File: config.mk
export PLATFORM = sky130hd
export DESIGN_NAME = rv32im_fetch_queue
export DESIGN_NICKNAME = d
export VERILOG_FILES = /design/src/rtl/rv32im_pkg.sv /design/src/rtl/rv32im_fetch_fifo.sv /design/src/rtl/rv32im_fetch_queue.sv
export SDC_FILE = /design/constraint.sdc
export NUM_CORES = 1
export LEC_CHECK = 0
export CAP_MARGIN = 25
export CORE_MARGIN = 10
export CORE_UTILIZATION = 54
export DETAILED_ROUTE_END_ITERATION = 8
export DONT_BUFFER_PORTS = 1
export GPL_TIMING_DRIVEN = 0
export PLACE_DENSITY = 0.7
export RECOVER_POWER = 100
export SLEW_MARGIN = 20
export SYNTH_ARGS = -nofsm -noshare
export SYNTH_HDL_FRONTEND = slang
export SYNTH_SLANG_ARGS = --single-unit
File: constraint.sdc
create_clock -name clk_i -period 4.5 [get_ports clk_i]
set_input_delay 0.675 -clock clk_i [delete_from_list [all_inputs] [get_ports clk_i]]
set_output_delay 0.675 -clock clk_i [all_outputs]
set_load 0.01 [all_outputs]
File: src/rtl/rv32im_pkg.sv
// Shared definitions for the rv32im fetch front end.
package rv32im_pkg;

  localparam int RV_XLEN = 32;

  // One queue entry: {instruction, pc, err}
  localparam int FETCH_ENTRY_W = 2 * RV_XLEN + 1;

  // addi x0, x0, 0 -- handed to decode in place of a faulting fetch
  localparam logic [31:0] RV_NOP = 32'h0000_0013;

  typedef enum logic [1:0] {
    FETCH_IDLE  = 2'd0,
    FETCH_REQ   = 2'd1,
    FETCH_BUS   = 2'd2,
    FETCH_DRAIN = 2'd3
  } fetch_state_e;

endpackage

File: src/rtl/rv32im_fetch_fifo.sv
// Circular buffer of fetched entries with a combinational head read port.
module rv32im_fetch_fifo #(
  parameter int W     = 65,
  parameter int DEPTH = 4
) (
  input  logic                   clk_i,
  input  logic                   reset_i,
  input  logic                   i_flush,
  input  logic                   i_push,
  input  logic [W-1:0]           i_wdata,
  input  logic                   i_pop,
  output logic [W-1:0]           o_rdata,
  output logic [$clog2(DEPTH):0] o_count
);

  localparam int AW = $clog2(DEPTH);

  logic [W-1:0]  r_mem [DEPTH];
  logic [AW-1:0] r_rd_ptr;
  logic [AW-1:0] r_wr_ptr;
  logic [AW:0]   r_count;
  logic          w_pop;
  logic          w_push;

  // A pop of an empty queue is dropped; flush overrides push and pop.
  assign w_pop  = i_pop && (r_count != '0) && !i_flush;
  assign w_push = i_push && !i_flush;

  // Pointer and occupancy tracking; pointers wrap naturally at DEPTH.
  always_ff @(posedge clk_i) begin
    if (reset_i || i_flush) begin
      r_rd_ptr <= '0;
      r_wr_ptr <= '0;
      r_count  <= '0;
    end else begin
      if (w_push) r_wr_ptr <= r_wr_ptr + AW'(1);
      if (w_pop)  r_rd_ptr <= r_rd_ptr + AW'(1);
      case ({w_push, w_pop})
        2'b10:   r_count <= r_count + (AW+1)'(1);
        2'b01:   r_count <= r_count - (AW+1)'(1);
        default: r_count <= r_count;
      endcase
    end
  end

  // Entry storage; contents are don't-care until written.
  always_ff @(posedge clk_i) begin
    if (w_push && !reset_i) r_mem[r_wr_ptr] <= i_wdata;
  end

  assign o_rdata = r_mem[r_rd_ptr];
  assign o_count = r_count;

endmodule

File: src/rtl/rv32im_fetch_queue.sv
// Instruction fetch front end: Wishbone master behind the core arbiter,
// sequential prefetch into a small queue, flushed and restarted on redirect.
module rv32im_fetch_queue
  import rv32im_pkg::*;
#(
  parameter int              XLEN     = 32,
  parameter int              DEPTH    = 4,
  parameter logic [XLEN-1:0] RESET_PC = '0
) (
  input  logic            clk_i,
  input  logic            reset_i,
  input  logic            redirect_i,
  input  logic [XLEN-1:0] redirect_pc_i,
  input  logic            advance_i,
  output logic            data_ready_o,
  output logic [XLEN-1:0] instruction_o,
  output logic [XLEN-1:0] pc_o,
  output logic            fetch_err_o,
  output logic            ctrl_req_o,
  input  logic            ctrl_grant_i,
  input  logic [XLEN-1:0] master_dat_i,
  input  logic            ack_i,
  input  logic            err_i,
  output logic [XLEN-3:0] adr_o,
  output logic            cyc_o,
  output logic            stb_o,
  output logic [3:0]      sel_o
);

  localparam int EW = 2 * XLEN + 1;
  localparam int CW = $clog2(DEPTH) + 1;

  fetch_state_e    r_state;
  fetch_state_e    w_state_nxt;
  logic [XLEN-1:0] r_fetch_pc;
  logic [XLEN-3:0] r_adr;
  logic            r_halted;
  logic [CW-1:0]   w_count;
  logic            w_space;
  logic            w_bus_done;
  logic            w_in_bus;
  logic            w_push;
  logic [EW-1:0]   w_wdata;
  logic [EW-1:0]   w_head;
  logic            w_unused;

  assign w_space    = w_count < CW'(DEPTH);
  assign w_bus_done = ack_i | err_i;
  assign w_in_bus   = (r_state == FETCH_BUS);

  // Only a live (non-abandoned) transfer pushes; a redirect drops it.
  assign w_push  = w_in_bus && w_bus_done && !redirect_i;
  assign w_wdata = err_i ? {XLEN'(RV_NOP), r_fetch_pc, 1'b1}
                         : {master_dat_i,  r_fetch_pc, 1'b0};

  rv32im_fetch_fifo #(.W(EW), .DEPTH(DEPTH)) u_fifo (
    .clk_i   (clk_i),
    .reset_i (reset_i),
    .i_flush (redirect_i),
    .i_push  (w_push),
    .i_wdata (w_wdata),
    .i_pop   (advance_i),
    .o_rdata (w_head),
    .o_count (w_count)
  );

  assign data_ready_o  = (w_count != '0);
  assign instruction_o = w_head[EW-1 -: XLEN];
  assign pc_o          = w_head[XLEN:1];
  assign fetch_err_o   = w_head[0];
  assign sel_o         = 4'b1111;

  // Address is frozen for the whole transfer, including a drain after the
  // fetch PC has already moved to a redirect target.
  assign adr_o = (r_state == FETCH_BUS || r_state == FETCH_DRAIN) ? r_adr
                                                                  : r_fetch_pc[XLEN-1:2];

  assign w_unused = ^redirect_pc_i[1:0];

  // State register.
  always_ff @(posedge clk_i) begin
    if (reset_i) r_state <= FETCH_IDLE;
    else         r_state <= w_state_nxt;
  end

  // Next-state and bus handshake outputs.
  always_comb begin
    w_state_nxt = r_state;
    ctrl_req_o  = 1'b0;
    cyc_o       = 1'b0;
    stb_o       = 1'b0;
    case (r_state)
      FETCH_IDLE: begin
        if (w_space && !r_halted && !redirect_i) w_state_nxt = FETCH_REQ;
      end
      FETCH_REQ: begin
        ctrl_req_o = 1'b1;
        if (redirect_i)                  w_state_nxt = FETCH_IDLE;
        else if (ctrl_grant_i && w_space) w_state_nxt = FETCH_BUS;
        else if (!w_space)               w_state_nxt = FETCH_IDLE;
      end
      FETCH_BUS: begin
        ctrl_req_o = 1'b1;
        cyc_o      = 1'b1;
        stb_o      = 1'b1;
        if (redirect_i) w_state_nxt = w_bus_done ? FETCH_IDLE : FETCH_DRAIN;
        else if (err_i) w_state_nxt = FETCH_IDLE;
        else if (ack_i) w_state_nxt = FETCH_REQ;
      end
      FETCH_DRAIN: begin
        ctrl_req_o = 1'b1;
        cyc_o      = 1'b1;
        stb_o      = 1'b1;
        if (w_bus_done) w_state_nxt = FETCH_IDLE;
      end
      default: w_state_nxt = FETCH_IDLE;
    endcase
  end

  // Fetch PC and halt flag; redirect beats any bus completion.
  always_ff @(posedge clk_i) begin
    if (reset_i) begin
      r_fetch_pc <= RESET_PC;
      r_halted   <= 1'b0;
    end else if (redirect_i) begin
      r_fetch_pc <= {redirect_pc_i[XLEN-1:2], 2'b00};
      r_halted   <= 1'b0;
    end else if (w_in_bus && err_i) begin
      r_halted   <= 1'b1;
    end else if (w_in_bus && ack_i) begin
      r_fetch_pc <= r_fetch_pc + XLEN'(4);
    end
  end

  // Track the fetch address until a transfer starts, then hold it.
  always_ff @(posedge clk_i) begin
    if (reset_i)
      r_adr <= RESET_PC[XLEN-1:2];
    else if (r_state == FETCH_IDLE || r_state == FETCH_REQ)
      r_adr <= r_fetch_pc[XLEN-1:2];
  end

endmodule

==> metrics.txt, run 1 <==
# TYPE chip_impl_metric gauge
chip_impl_info{name="min_to",value="u_fifo.r_mem[3][0]"} 1
chip_impl_metric{name="final_slew_viol_count",unit=""} 23
chip_impl_info{name="post_synth_most_frequent_cells",value="edfxtp_1 (252), dfxtp_1 (72), mux4_2 (63)"} 1
chip_impl_metric{name="drt-vias-per-instance",unit=""} 6.053
chip_impl_metric{name="clkLatencyLatePin",unit="ns"} 0.52
chip_impl_metric{name="skew",unit="ns"} 0.02522
chip_impl_metric{name="rr_worst_depth",unit=""} 5
chip_impl_metric{name="rows",unit=""} 56
chip_impl_metric{name="floorplan.initialDensity",unit=""} 0.5511
chip_impl_metric{name="cellPowerDensity",unit="mW/mm^2"} 428.3
chip_impl_info{name="min_path_type",value="input port to flip-flop"} 1
chip_impl_metric{name="layout.nets",unit=""} 912
chip_impl_info{name="timing_worst_setup_path_type",value="flip-flop to flip-flop"} 1
chip_impl_info{name="regToRegStartpoint",value="r_state[1]"} 1
chip_impl_info{name="min-delay-start",value="err_i"} 1
chip_impl_info{name="crit_family",value="simple AND/OR/NAND/NOR gates"} 1
chip_impl_metric{name="maxSlewHeadroom",unit=""} -0.02376
chip_impl_metric{name="number_of_antenna_violations_at_the_first_check_in_global_routing",unit=""} 1
chip_impl_metric{name="detail_route.wirelength",unit="mm"} 29.72
chip_impl_metric{name="worst_ir_drop_vdd",unit="mV"} 0.3381
chip_impl_metric{name="wire_per_inst",unit="um"} 25.17
chip_impl_metric{name="postSynth.asyncResetShare",unit=""} 0
chip_impl_info{name="outcome",value="finished, violations left"} 1
chip_impl_metric{name="multiInputGateArea",unit="sq mm"} 0.003685
chip_impl_metric{name="synth.top_cell.area_share",unit=""} 0.5832
chip_impl_info{name="synth_top_flop_cell",value="edfxtp_1"} 1
chip_impl_metric{name="dpl_cell_area",unit="sq mm"} 0.01352
chip_impl_metric{name="pin_count_of_the_biggest_net_entering_global_routing",unit=""} 43
chip_impl_info{name="setup.worst_path.end_class",value="flip-flop"} 1
chip_impl_metric{name="internal_power",unit="uW"} 4971
chip_impl_metric{name="final.min_clock_period",unit="ns"} 3.728
chip_impl_metric{name="worst-r2r-setup-slack",unit="ns"} 0.77
chip_impl_metric{name="worst_ep_required_time",unit="ns"} 4.67
chip_impl_info{name="synth.largest_area_cell",value="edfxtp_1"} 1
chip_impl_metric{name="combPwrFrac",unit=""} 0.029
chip_impl_metric{name="tightest_slew",unit="ns"} 1.536
chip_impl_metric{name="cts_inserted_buffers",unit=""} 35
chip_impl_info{name="clock_tree.root_cell",value="clkbuf_16"} 1
chip_impl_metric{name="power_leakage",unit="uW"} 0.004637
chip_impl_metric{name="cts_setup_buffers",unit=""} 0
chip_impl_metric{name="antenna_left",unit=""} 0
chip_impl_metric{name="postCtsHoldBufs",unit=""} 0
chip_impl_metric{name="synth-edff-count",unit=""} 252
chip_impl_metric{name="sum_neg_setup_slack",unit="ns"} 0
chip_impl_metric{name="cts.repair.resized",unit=""} 0
chip_impl_metric{name="synth.distinct_cells",unit=""} 48
chip_impl_metric{name="total_switching_power",unit="uW"} 1292
chip_impl_metric{name="dr.first_iter.drc_count",unit=""} 624
chip_impl_metric{name="cap_violations",unit=""} 1
chip_impl_metric{name="layout-drive-gt1-share",unit=""} 0.1580
chip_impl_metric{name="final_setup_violation_count",unit=""} 0
chip_impl_metric{name="timing.final.crit_share",unit=""} 0.8284
chip_impl_info{name="cp_cell_sequence",value="clkbuf_1 > clkbuf_1 > nor3b_1 > and3_1 > buf_16"} 1
chip_impl_metric{name="yosysSeqAreaShare",unit=""} 0.6943
chip_impl_metric{name="cp.buffers_inverters",unit=""} 3
chip_impl_info{name="rsz_0062_raised_after_global_routing",value="no"} 1
chip_impl_info{name="rr_endpoint",value="u_fifo.r_mem[3][50]"} 1
chip_impl_info{name="critPathMostFrequentCell",value="clkbuf_1"} 1
chip_impl_metric{name="critical_path_arrival",unit="ns"} 3.90
chip_impl_metric{name="htreeDepth",unit=""} 2
chip_impl_metric{name="core_area",unit="sq mm"} 0.02354
chip_impl_info{name="crit_slowest_cell",value="and3_1"} 1
chip_impl_metric{name="drt_drc",unit=""} 0
chip_impl_metric{name="synth_cells",unit=""} 788
chip_impl_metric{name="global_route_wire_length_before_repair",unit="mm"} 44.62
chip_impl_info{name="yosysMostFrequentCell",value="edfxtp_1"} 1
chip_impl_metric{name="cts.sinks",unit=""} 324
chip_impl_metric{name="syn_to_final_growth",unit="%"} 12.71
chip_impl_metric{name="place_congestion",unit=""} 0.8760
chip_impl_metric{name="hold_viol_final",unit=""} 0
chip_impl_metric{name="part_of_the_total_power_dissipated_in_sequential_elements",unit=""} 0.529
chip_impl_metric{name="grt_usage",unit=""} 0.1895
chip_impl_metric{name="switching_share",unit=""} 0.2063
chip_impl_metric{name="clock_power_share",unit=""} 0.442
chip_impl_metric{name="synthesis.area",unit="sq mm"} 0.01297
chip_impl_metric{name="cts.path.max_buffers",unit=""} 3
chip_impl_metric{name="cpPeakStageDelay",unit="ns"} 1.31
chip_impl_metric{name="worst-path-max-fanout",unit=""} 41
chip_impl_info{name="critPathLaunchType",value="flip-flop"} 1
chip_impl_metric{name="firstDrtPassIters",unit=""} 5
chip_impl_metric{name="hpwl",unit="mm"} 19.69
chip_impl_metric{name="finalPower",unit="uW"} 6263
chip_impl_metric{name="grt_pass1_vias",unit=""} 7207
chip_impl_metric{name="route.vias.total",unit=""} 7149
chip_impl_metric{name="port_buffers",unit=""} 0
chip_impl_metric{name="globalRoute.totalOverflow",unit=""} 0
chip_impl_info{name="synth_area_leaders",value="edfxtp_1 (58%), dfxtp_1 (11%), mux4_2 (11%)"} 1
chip_impl_metric{name="syn-mean-instance-area",unit="sq um"} 16.47
chip_impl_metric{name="finish.utilization",unit=""} 0.6212
chip_impl_metric{name="hold-path-cell-count",unit=""} 0
chip_impl_metric{name="register_area",unit="sq mm"} 0.009009
chip_impl_metric{name="synth.ff_latch_count",unit=""} 324
chip_impl_info{name="violated_checks",value="capacitance limit, slew limit"} 1
chip_impl_metric{name="top_level_ports",unit=""} 174
chip_impl_metric{name="nFillCells",unit=""} 1760
chip_impl_metric{name="floorplan.die_area",unit="sq mm"} 0.03063
chip_impl_info{name="cts_tree",value="yes"} 1
chip_impl_metric{name="synth_warnings",unit=""} 0
chip_impl_metric{name="fmax",unit="MHz"} 268.3
chip_impl_metric{name="layout.cell_area.non_filler",unit="sq mm"} 0.01462
chip_impl_metric{name="cts.reportedPaths.clkPinSlew",unit="ns"} 0.06
chip_impl_metric{name="die-height",unit="um"} 175.0
chip_impl_metric{name="chipWidth",unit="um"} 175.0
-- cell type report --
class                           instances  share of cell area
Clock inverter                         18             0.01146
Multi-Input combinational cell        400              0.2520
Tap cell                              319             0.02729
Buffer                                 54             0.01549
Inverter                               14            0.003593
Clock buffer                           46             0.06622
Antenna cell                            1           0.0001711
Sequential cell                       324              0.6160
Timing Repair Buffer                    5            0.007786
-- power groups by stage --
stage / sequential, uW / combinational (uW) / clock, uW
after floorplan: 3350 / 140 / 0
after global placement: 3370 / 177 / 0
after detailed placement: 3380 / 186 / 0
after CTS: 3310 / 188 / 2820
after global routing: 3320 / 198 / 2940
final: 3310 / 181 / 2770
-- metrics by stage --
| stage | setup WS, ns | std cells | hold slack, ns |
|---|---|---|---|
| 3_3_place_gp | -0.2428 | 1111 | 0.4414 |
| 6_report | 0.7723 | 1181 | 0.2690 |
| 4_1_cts | 0.8606 | 1179 | 0.2525 |
| 5_1_grt | 0.4989 | 1180 | 0.2498 |
| 2_1_floorplan | 1.116 | 792 | 0.4307 |
| 3_5_place_dp | 1.415 | 1115 | 0.5030 |
-- cell families after synthesis --
kind of cell / count (synthesis) / synth area share
XOR/XNOR: 15 / 0.01012
adder cells (fa/ha/maj): 7 / 0.007329
AO/OA/AOI/OAI: 61 / 0.03520
AND/OR/NAND/NOR: 220 / 0.09624
flip-flops: 324 / 0.6943
buffers and inverters: 68 / 0.02266
other: 2 / 0.0005788
multiplexers: 91 / 0.1336
-- worst reg2reg max path, stage by stage, from the launching register on --
cell and delay [ns]:
dfxtp_1 0.30, clkbuf_1 0.29, clkbuf_1 0.44, nor3b_1 0.67, and3_1 1.31, buf_16 0.33
-- sequential cells by signal, summed over array words and instances (netlist names), named ones only --
| signal | flops |
|---|---|
| u_fifo.r_mem | 252 |
| r_adr | 30 |
| r_fetch_pc | 30 |
| u_fifo.o_count | 3 |
| r_state | 2 |
| u_fifo.r_rd_ptr | 2 |
| u_fifo.r_wr_ptr | 2 |
| r_halted | 1 |
-- layer usage --
metal / wire length, um / track usage
met4: 779 / 0.06182
met1: 11410 / 0.2301
met2: 14820 / 0.3142
met3: 2718 / 0.06208
met5: 0 / 0
-- cells in the final DEF (no fill, tap or decap), drive strengths merged, types with 14 or more instances in the layout --
| cell type | count |
|---|---|
| clkbuf | 92 |
| mux4 | 63 |
| mux2 | 27 |
| nand2 | 23 |
| edfxtp | 252 |
| nand3 | 14 |
| nor2b | 59 |
| nor2 | 42 |
| dfxtp | 72 |
| inv | 16 |
| a311oi | 14 |
-- worst max path at each step --
stage	start	to	cells past startpoint
4_1_cts	flip-flop	pc_o[16]	3
3_3_place_gp	r_state[1]	u_fifo.r_mem[3][53]	4
2_1_floorplan	r_state[1]	u_fifo.r_mem[0][0]	4
5_1_grt	r_state[1]	u_fifo.r_mem[3][53]	5
3_5_place_dp	flip-flop	pc_o[16]	3
6_report	r_state[1]	u_fifo.r_mem[3][50]	5
No activity file was read; power rests on OpenSTA's default activity.
==> inputs of run 2 (changes only) <==
--- a/config.mk
+++ b/config.mk
@@ -11,7 +11,7 @@
 export DETAILED_ROUTE_END_ITERATION = 8
 export DONT_BUFFER_PORTS = 1
 export GPL_TIMING_DRIVEN = 0
-export PLACE_DENSITY = 0.7
+export PLACE_DENSITY = 0.73
 export RECOVER_POWER = 100
 export SLEW_MARGIN = 20
 export SYNTH_ARGS = -nofsm -noshare
==> constraint.sdc (replaced) <==
create_clock -name clk_i -period 3.4 [get_ports clk_i]
set_input_delay 0.51 -clock clk_i [delete_from_list [all_inputs] [get_ports clk_i]]
set_output_delay 0.51 -clock clk_i [all_outputs]
set_load 0.01 [all_outputs]
==> metrics.txt, run 2 (synthesized netlist as in run 1, its figures left out) <==
# TYPE chip_impl_metric gauge
chip_impl_metric{name="globalRoute.totalOverflow",unit=""} 0
chip_impl_metric{name="postCtsHoldBufs",unit=""} 0
chip_impl_metric{name="core_area",unit="sq mm"} 0.02354
chip_impl_metric{name="global_route_wire_length_before_repair",unit="mm"} 45.59
chip_impl_metric{name="grt_usage",unit=""} 0.1926
chip_impl_metric{name="firstDrtPassIters",unit=""} 6
chip_impl_metric{name="place_congestion",unit=""} 0.8825
chip_impl_info{name="crit_family",value="buffers and inverters"} 1
chip_impl_metric{name="cellPowerDensity",unit="mW/mm^2"} 561.0
chip_impl_metric{name="route.vias.total",unit=""} 7235
chip_impl_metric{name="worst-path-max-fanout",unit=""} 49
chip_impl_info{name="clock_tree.root_cell",value="clkbuf_16"} 1
chip_impl_metric{name="final_setup_violation_count",unit=""} 0
chip_impl_metric{name="rr_worst_depth",unit=""} 6
chip_impl_info{name="setup.worst_path.end_class",value="flip-flop"} 1
chip_impl_metric{name="worst_ep_required_time",unit="ns"} 3.52
chip_impl_metric{name="timing.final.crit_share",unit=""} 0.9386
chip_impl_info{name="cts_tree",value="yes"} 1
chip_impl_metric{name="drt_drc",unit=""} 0
chip_impl_metric{name="floorplan.die_area",unit="sq mm"} 0.03063
chip_impl_metric{name="layout-drive-gt1-share",unit=""} 0.1657
chip_impl_info{name="mostFrequentLayoutCell",value="edfxtp_1"} 1
chip_impl_metric{name="skew",unit="ns"} 0.02252
chip_impl_metric{name="register_area",unit="sq mm"} 0.009009
chip_impl_metric{name="grt_pass1_vias",unit=""} 7414
chip_impl_metric{name="cts.reportedPaths.clkPinSlew",unit="ns"} 0.06
chip_impl_metric{name="critical_path_arrival",unit="ns"} 3.31
chip_impl_info{name="largest_register",value="u_fifo.r_mem"} 1
chip_impl_metric{name="finish.utilization",unit=""} 0.6186
chip_impl_metric{name="pre_cts_slack",unit="ns"} 0.3256
chip_impl_info{name="cp_cell_sequence",value="clkbuf_1 > clkbuf_1 > nor3b_1 > clkbuf_1 > and3_4 > buf_4"} 1
chip_impl_metric{name="chipWidth",unit="um"} 175.0
chip_impl_metric{name="rows",unit=""} 56
chip_impl_metric{name="hpwl",unit="mm"} 20.03
chip_impl_metric{name="cts_setup_buffers",unit=""} 0
chip_impl_metric{name="fmax",unit="MHz"} 313.4
chip_impl_metric{name="cp_num_cells",unit=""} 6
chip_impl_info{name="timing_worst_setup_path_type",value="flip-flop to flip-flop"} 1
chip_impl_metric{name="dr.first_iter.drc_count",unit=""} 893
chip_impl_metric{name="hold-path-cell-count",unit=""} 0
chip_impl_metric{name="final_slew_viol_count",unit=""} 0
chip_impl_metric{name="clkLatencyLatePin",unit="ns"} 0.51
chip_impl_metric{name="wire_per_inst",unit="um"} 25.11
chip_impl_metric{name="cpPeakStageDelay",unit="ns"} 0.64
chip_impl_metric{name="drt-vias-per-instance",unit=""} 6.147
chip_impl_metric{name="hold_viol_final",unit=""} 0
chip_impl_metric{name="post-route-worst-setup-slack",unit="ns"} 0.2089
chip_impl_metric{name="top_level_ports",unit=""} 174
chip_impl_metric{name="largest_register_ffs",unit=""} 252
chip_impl_metric{name="number_of_antenna_violations_at_the_first_check_in_global_routing",unit=""} 0
chip_impl_metric{name="layout.nets",unit=""} 911
chip_impl_metric{name="die-height",unit="um"} 175.0
chip_impl_metric{name="nFillCells",unit=""} 1748
chip_impl_metric{name="port_buffers",unit=""} 0
chip_impl_info{name="min_path_type",value="input port to flip-flop"} 1
chip_impl_metric{name="cap_violations",unit=""} 0
chip_impl_metric{name="htreeDepth",unit=""} 2
chip_impl_metric{name="cp.buffers_inverters",unit=""} 4
chip_impl_info{name="rsz_0062_raised_after_global_routing",value="no"} 1
chip_impl_metric{name="power_leakage",unit="uW"} 0.004609
chip_impl_info{name="layout.cells.most_common_list",value="edfxtp_1 (252), dfxtp_1 (72), mux4_2 (63)"} 1
chip_impl_info{name="critPathMostFrequentCell",value="clkbuf_1"} 1
chip_impl_metric{name="tightest_slew",unit="ns"} 1.079
chip_impl_metric{name="finalPower",unit="uW"} 8170
chip_impl_metric{name="cts_inserted_buffers",unit=""} 34
chip_impl_metric{name="multiInputGateArea",unit="sq mm"} 0.003705
chip_impl_metric{name="floorplan.initialDensity",unit=""} 0.5511
chip_impl_info{name="outcome",value="completed"} 1
chip_impl_info{name="largest_regs",value="u_fifo.r_mem: 252 flops, r_adr: 30 flops, r_fetch_pc: 30 flops"} 1
chip_impl_metric{name="pin_count_of_the_biggest_net_entering_global_routing",unit=""} 50
chip_impl_metric{name="maxSlewHeadroom",unit=""} 0.2738
chip_impl_metric{name="worst_ir_drop_vdd",unit="mV"} 0.3818
chip_impl_info{name="critPathLaunchType",value="flip-flop"} 1
chip_impl_metric{name="final.min_clock_period",unit="ns"} 3.191
chip_impl_metric{name="antenna_left",unit=""} 0
chip_impl_metric{name="detail_route.wirelength",unit="mm"} 29.55
chip_impl_metric{name="syn_to_final_growth",unit="%"} 12.24
chip_impl_metric{name="whs",unit="ns"} 0.09341
chip_impl_metric{name="cts.path.max_buffers",unit=""} 3
chip_impl_metric{name="cts.sinks",unit=""} 324
chip_impl_info{name="crit_slowest_cell",value="buf_4"} 1
run 2: what timing repair did:
item,in CTS,in global routing
hold endpoints to repair,0,0
setup endpoints to repair,47,0
resized for setup,10,0
run 2: layout make-up:
cell class | count | area share
clock buffers | 40 | 0.06435
clock inverters | 20 | 0.01005
inverters | 14 | 0.003609
flip-flops and latches | 324 | 0.6186
well taps | 319 | 0.02741
diodes | 1 | 0.0001718
repair buffers | 5 | 0.003093
plain buffers | 54 | 0.01830
multi-input cells | 400 | 0.2544
run 2: power by group:
part | switching, uW | total, uW | internal (uW)
Combinational | 155 | 241 | 85.8
Sequential | 71.4 | 4390 | 4310
Clock | 1430 | 3540 | 2120
run 2: worst paths after layout:
check	from	to	slack [ns]
worst min-delay path	err_i	u_fifo.r_mem[1][0]	0.09
worst max register to register	r_state[1]	u_fifo.r_mem[3][39]	0.21
worst min register to register	r_halted	r_halted	0.48
worst max-delay path	r_state[1]	u_fifo.r_mem[3][39]	0.21
run 2: metal layers:
metal / global-route usage / wire length (um) / share of wire
met1: 0.2355 / 11140 / 0.38
met2: 0.3174 / 14580 / 0.49
met3: 0.06381 / 3109 / 0.11
met4: 0.06217 / 722 / 0.024
met5: 0 / 0 / 0
run 2: through the flow:
step	cell area, sq um	std cells	setup TNS, ns
floorplan	12990	792	0
global placement	13390	1111	-321.92
detailed placement	13520	1115	0
CTS	14640	1175	0
global route	14560	1176	0
finish	14560	1177	0
==> inputs of run 3 (changes only) <==
--- a/config.mk
+++ b/config.mk
@@ -6,12 +6,13 @@
 export NUM_CORES = 1
 export LEC_CHECK = 0
 export CAP_MARGIN = 25
+export CELL_PAD_IN_SITES_DETAIL_PLACEMENT = 1
+export CELL_PAD_IN_SITES_GLOBAL_PLACEMENT = 1
 export CORE_MARGIN = 10
-export CORE_UTILIZATION = 54
+export CORE_UTILIZATION = 48
 export DETAILED_ROUTE_END_ITERATION = 8
 export DONT_BUFFER_PORTS = 1
-export GPL_TIMING_DRIVEN = 0
-export PLACE_DENSITY = 0.73
+export PLACE_DENSITY = 0.76
 export RECOVER_POWER = 100
 export SLEW_MARGIN = 20
 export SYNTH_ARGS = -nofsm -noshare
==> metrics.txt, run 3 (synthesized netlist as in run 1, its figures left out) <==
# TYPE chip_impl_metric gauge
chip_impl_info{name="largest_regs",value="u_fifo.r_mem: 252 flops, r_adr: 30 flops, r_fetch_pc: 30 flops"} 1
chip_impl_metric{name="die-height",unit="um"} 184.4
chip_impl_metric{name="num_antenna_cells",unit=""} 0
chip_impl_metric{name="floorplan.die_area",unit="sq mm"} 0.03401
chip_impl_metric{name="clkLatencyLatePin",unit="ns"} 0.50
chip_impl_info{name="clock_tree.root_cell",value="clkbuf_16"} 1
chip_impl_info{name="setup.worst_path.end_class",value="flip-flop"} 1
chip_impl_metric{name="layout-drive-gt1-share",unit=""} 0.1722
chip_impl_metric{name="number_of_antenna_violations_at_the_first_check_in_global_routing",unit=""} 0
chip_impl_metric{name="cts.path.max_buffers",unit=""} 3
chip_impl_metric{name="cap_violations",unit=""} 0
chip_impl_metric{name="final_setup_violation_count",unit=""} 0
chip_impl_info{name="mostFrequentLayoutCell",value="edfxtp_1"} 1
chip_impl_metric{name="cts.reportedPaths.clkPinSlew",unit="ns"} 0.06
chip_impl_info{name="timing_worst_setup_path_type",value="flip-flop to flip-flop"} 1
chip_impl_metric{name="detail_route.wirelength",unit="mm"} 30.44
chip_impl_metric{name="firstDrtPassIters",unit=""} 4
chip_impl_metric{name="final.min_clock_period",unit="ns"} 2.951
chip_impl_metric{name="rows",unit=""} 60
chip_impl_metric{name="largest_register_ffs",unit=""} 252
chip_impl_info{name="cts_tree",value="yes"} 1
chip_impl_metric{name="place_congestion",unit=""} 0.8143
chip_impl_metric{name="postCtsHoldBufs",unit=""} 0
chip_impl_metric{name="cts_inserted_buffers",unit=""} 34
chip_impl_metric{name="power_leakage",unit="uW"} 0.004550
chip_impl_metric{name="drt_drc",unit=""} 0
chip_impl_metric{name="layout.cell_area.non_filler",unit="sq mm"} 0.01441
chip_impl_metric{name="maxSlewHeadroom",unit=""} 0.3389
chip_impl_metric{name="final_slew_viol_count",unit=""} 0
chip_impl_info{name="rsz_0062_raised_after_global_routing",value="no"} 1
chip_impl_info{name="layout.cells.most_common_list",value="edfxtp_1 (252), dfxtp_1 (70), mux4_2 (63)"} 1
chip_impl_metric{name="global_route_wire_length_before_repair",unit="mm"} 46.52
chip_impl_metric{name="worst_ir_drop_vdd",unit="mV"} 0.3415
chip_impl_info{name="critPathLaunchType",value="flip-flop"} 1
chip_impl_metric{name="multiInputGateArea",unit="sq mm"} 0.003694
chip_impl_metric{name="cts.sinks",unit=""} 324
chip_impl_metric{name="worst_ep_required_time",unit="ns"} 3.54
chip_impl_metric{name="wire_per_inst",unit="um"} 26.38
chip_impl_metric{name="pin_count_of_the_biggest_net_entering_global_routing",unit=""} 71
chip_impl_metric{name="cts.repair.resized",unit=""} 0
chip_impl_metric{name="dr.first_iter.drc_count",unit=""} 508
chip_impl_info{name="min_path_type",value="input port to flip-flop"} 1
chip_impl_metric{name="chipWidth",unit="um"} 184.4
chip_impl_metric{name="syn_to_final_growth",unit="%"} 11.02
chip_impl_metric{name="layout.nets",unit=""} 866
chip_impl_metric{name="htreeDepth",unit=""} 2
chip_impl_info{name="largest_register",value="u_fifo.r_mem"} 1
chip_impl_metric{name="drt-vias-per-instance",unit=""} 5.985
chip_impl_info{name="outcome",value="completed"} 1
chip_impl_metric{name="grt_usage",unit=""} 0.1786
chip_impl_metric{name="cellPowerDensity",unit="mW/mm^2"} 565.6
chip_impl_metric{name="skew",unit="ns"} 0.02072
chip_impl_metric{name="hpwl",unit="mm"} 19.78
chip_impl_metric{name="cts_setup_buffers",unit=""} 0
chip_impl_metric{name="critical_path_arrival",unit="ns"} 3.09
chip_impl_metric{name="fmax",unit="MHz"} 338.9
chip_impl_metric{name="floorplan.initialDensity",unit=""} 0.4841
chip_impl_metric{name="core_area",unit="sq mm"} 0.02680
chip_impl_metric{name="antenna_left",unit=""} 0
chip_impl_metric{name="hold_viol_final",unit=""} 0
chip_impl_metric{name="tightest_slew",unit="ns"} 0.9917
chip_impl_metric{name="dpl_cell_area",unit="sq mm"} 0.01338
chip_impl_metric{name="globalRoute.totalOverflow",unit=""} 0
chip_impl_metric{name="register_area",unit="sq mm"} 0.009016
chip_impl_metric{name="route.vias.total",unit=""} 6907
chip_impl_metric{name="timing.final.crit_share",unit=""} 0.8679
chip_impl_metric{name="port_buffers",unit=""} 0
chip_impl_metric{name="worst-path-max-fanout",unit=""} 25
chip_impl_metric{name="sum_neg_setup_slack",unit="ns"} 0
chip_impl_metric{name="nFillCells",unit=""} 2436
chip_impl_metric{name="top_level_ports",unit=""} 174
chip_impl_metric{name="grt_pass1_vias",unit=""} 7550
## run 3: routing by layer
layer | track usage | up-vias | wire length [um]
met5 | 0 | - | 0
met4 | 0.05015 | 0 | 614
met3 | 0.05808 | 45 | 2437
met2 | 0.2999 | 202 | 15290
met1 | 0.2159 | 3593 | 12090
li1 | - | 3067 | -
## run 3: layout make-up
cell class              count  area share
clock buffers              45     0.06549
clock inverters            16    0.009468
inverters                  14    0.003648
multi-input cells         400      0.2564
flip-flops and latches    324      0.6259
well taps                 341     0.02962
repair buffers             14    0.009468
## run 3: metrics by stage
| stage | worst slack (ns) | utilization | hold WS [ns] | std cells | total power (uW) |
|---|---|---|---|---|---|
| final | 0.4490 | 0.5375 | 0.07333 | 1154 | 8148 |
| after global routing | 0.2393 | 0.5375 | 0.05198 | 1154 | 8430 |
| after CTS | 0.5708 | 0.5394 | 0.05354 | 1154 | 8237 |
| after detailed placement | 0.9631 | 0.4992 | 0.4517 | 1093 | 4678 |
| after global placement | 1.049 | 0.4992 | 0.4460 | 1093 | 4654 |
| after floorplan | 0.01637 | - | 0.4307 | 792 | 4623 |
## run 3: power breakdown
| group | internal [uW] | switching (uW) |
|---|---|---|
| combinational | 76.6 | 118 |
| sequential | 4310 | 76.9 |
| clock | 2110 | 1450 |
| total | 6500 | 1650 |
## run 3: worst paths after layout
path | startpoint | endpoint | slack, ns | cells past startpoint
max | r_state[1] | u_fifo.r_mem[3][46] | 0.45 | 4
min | reset_i | r_state[1] | 0.07 | 1
max reg2reg | r_state[1] | u_fifo.r_mem[3][46] | 0.45 | 4
min reg2reg | r_halted | r_halted | 0.47 | 2
## run 3: worst max-delay path, stage by stage, from the launching register on
cell,delay [ns]
dfxtp_1,0.96
nor3b_1,0.27
clkbuf_1,0.34
and3_4,0.52
clkbuf_4,0.48
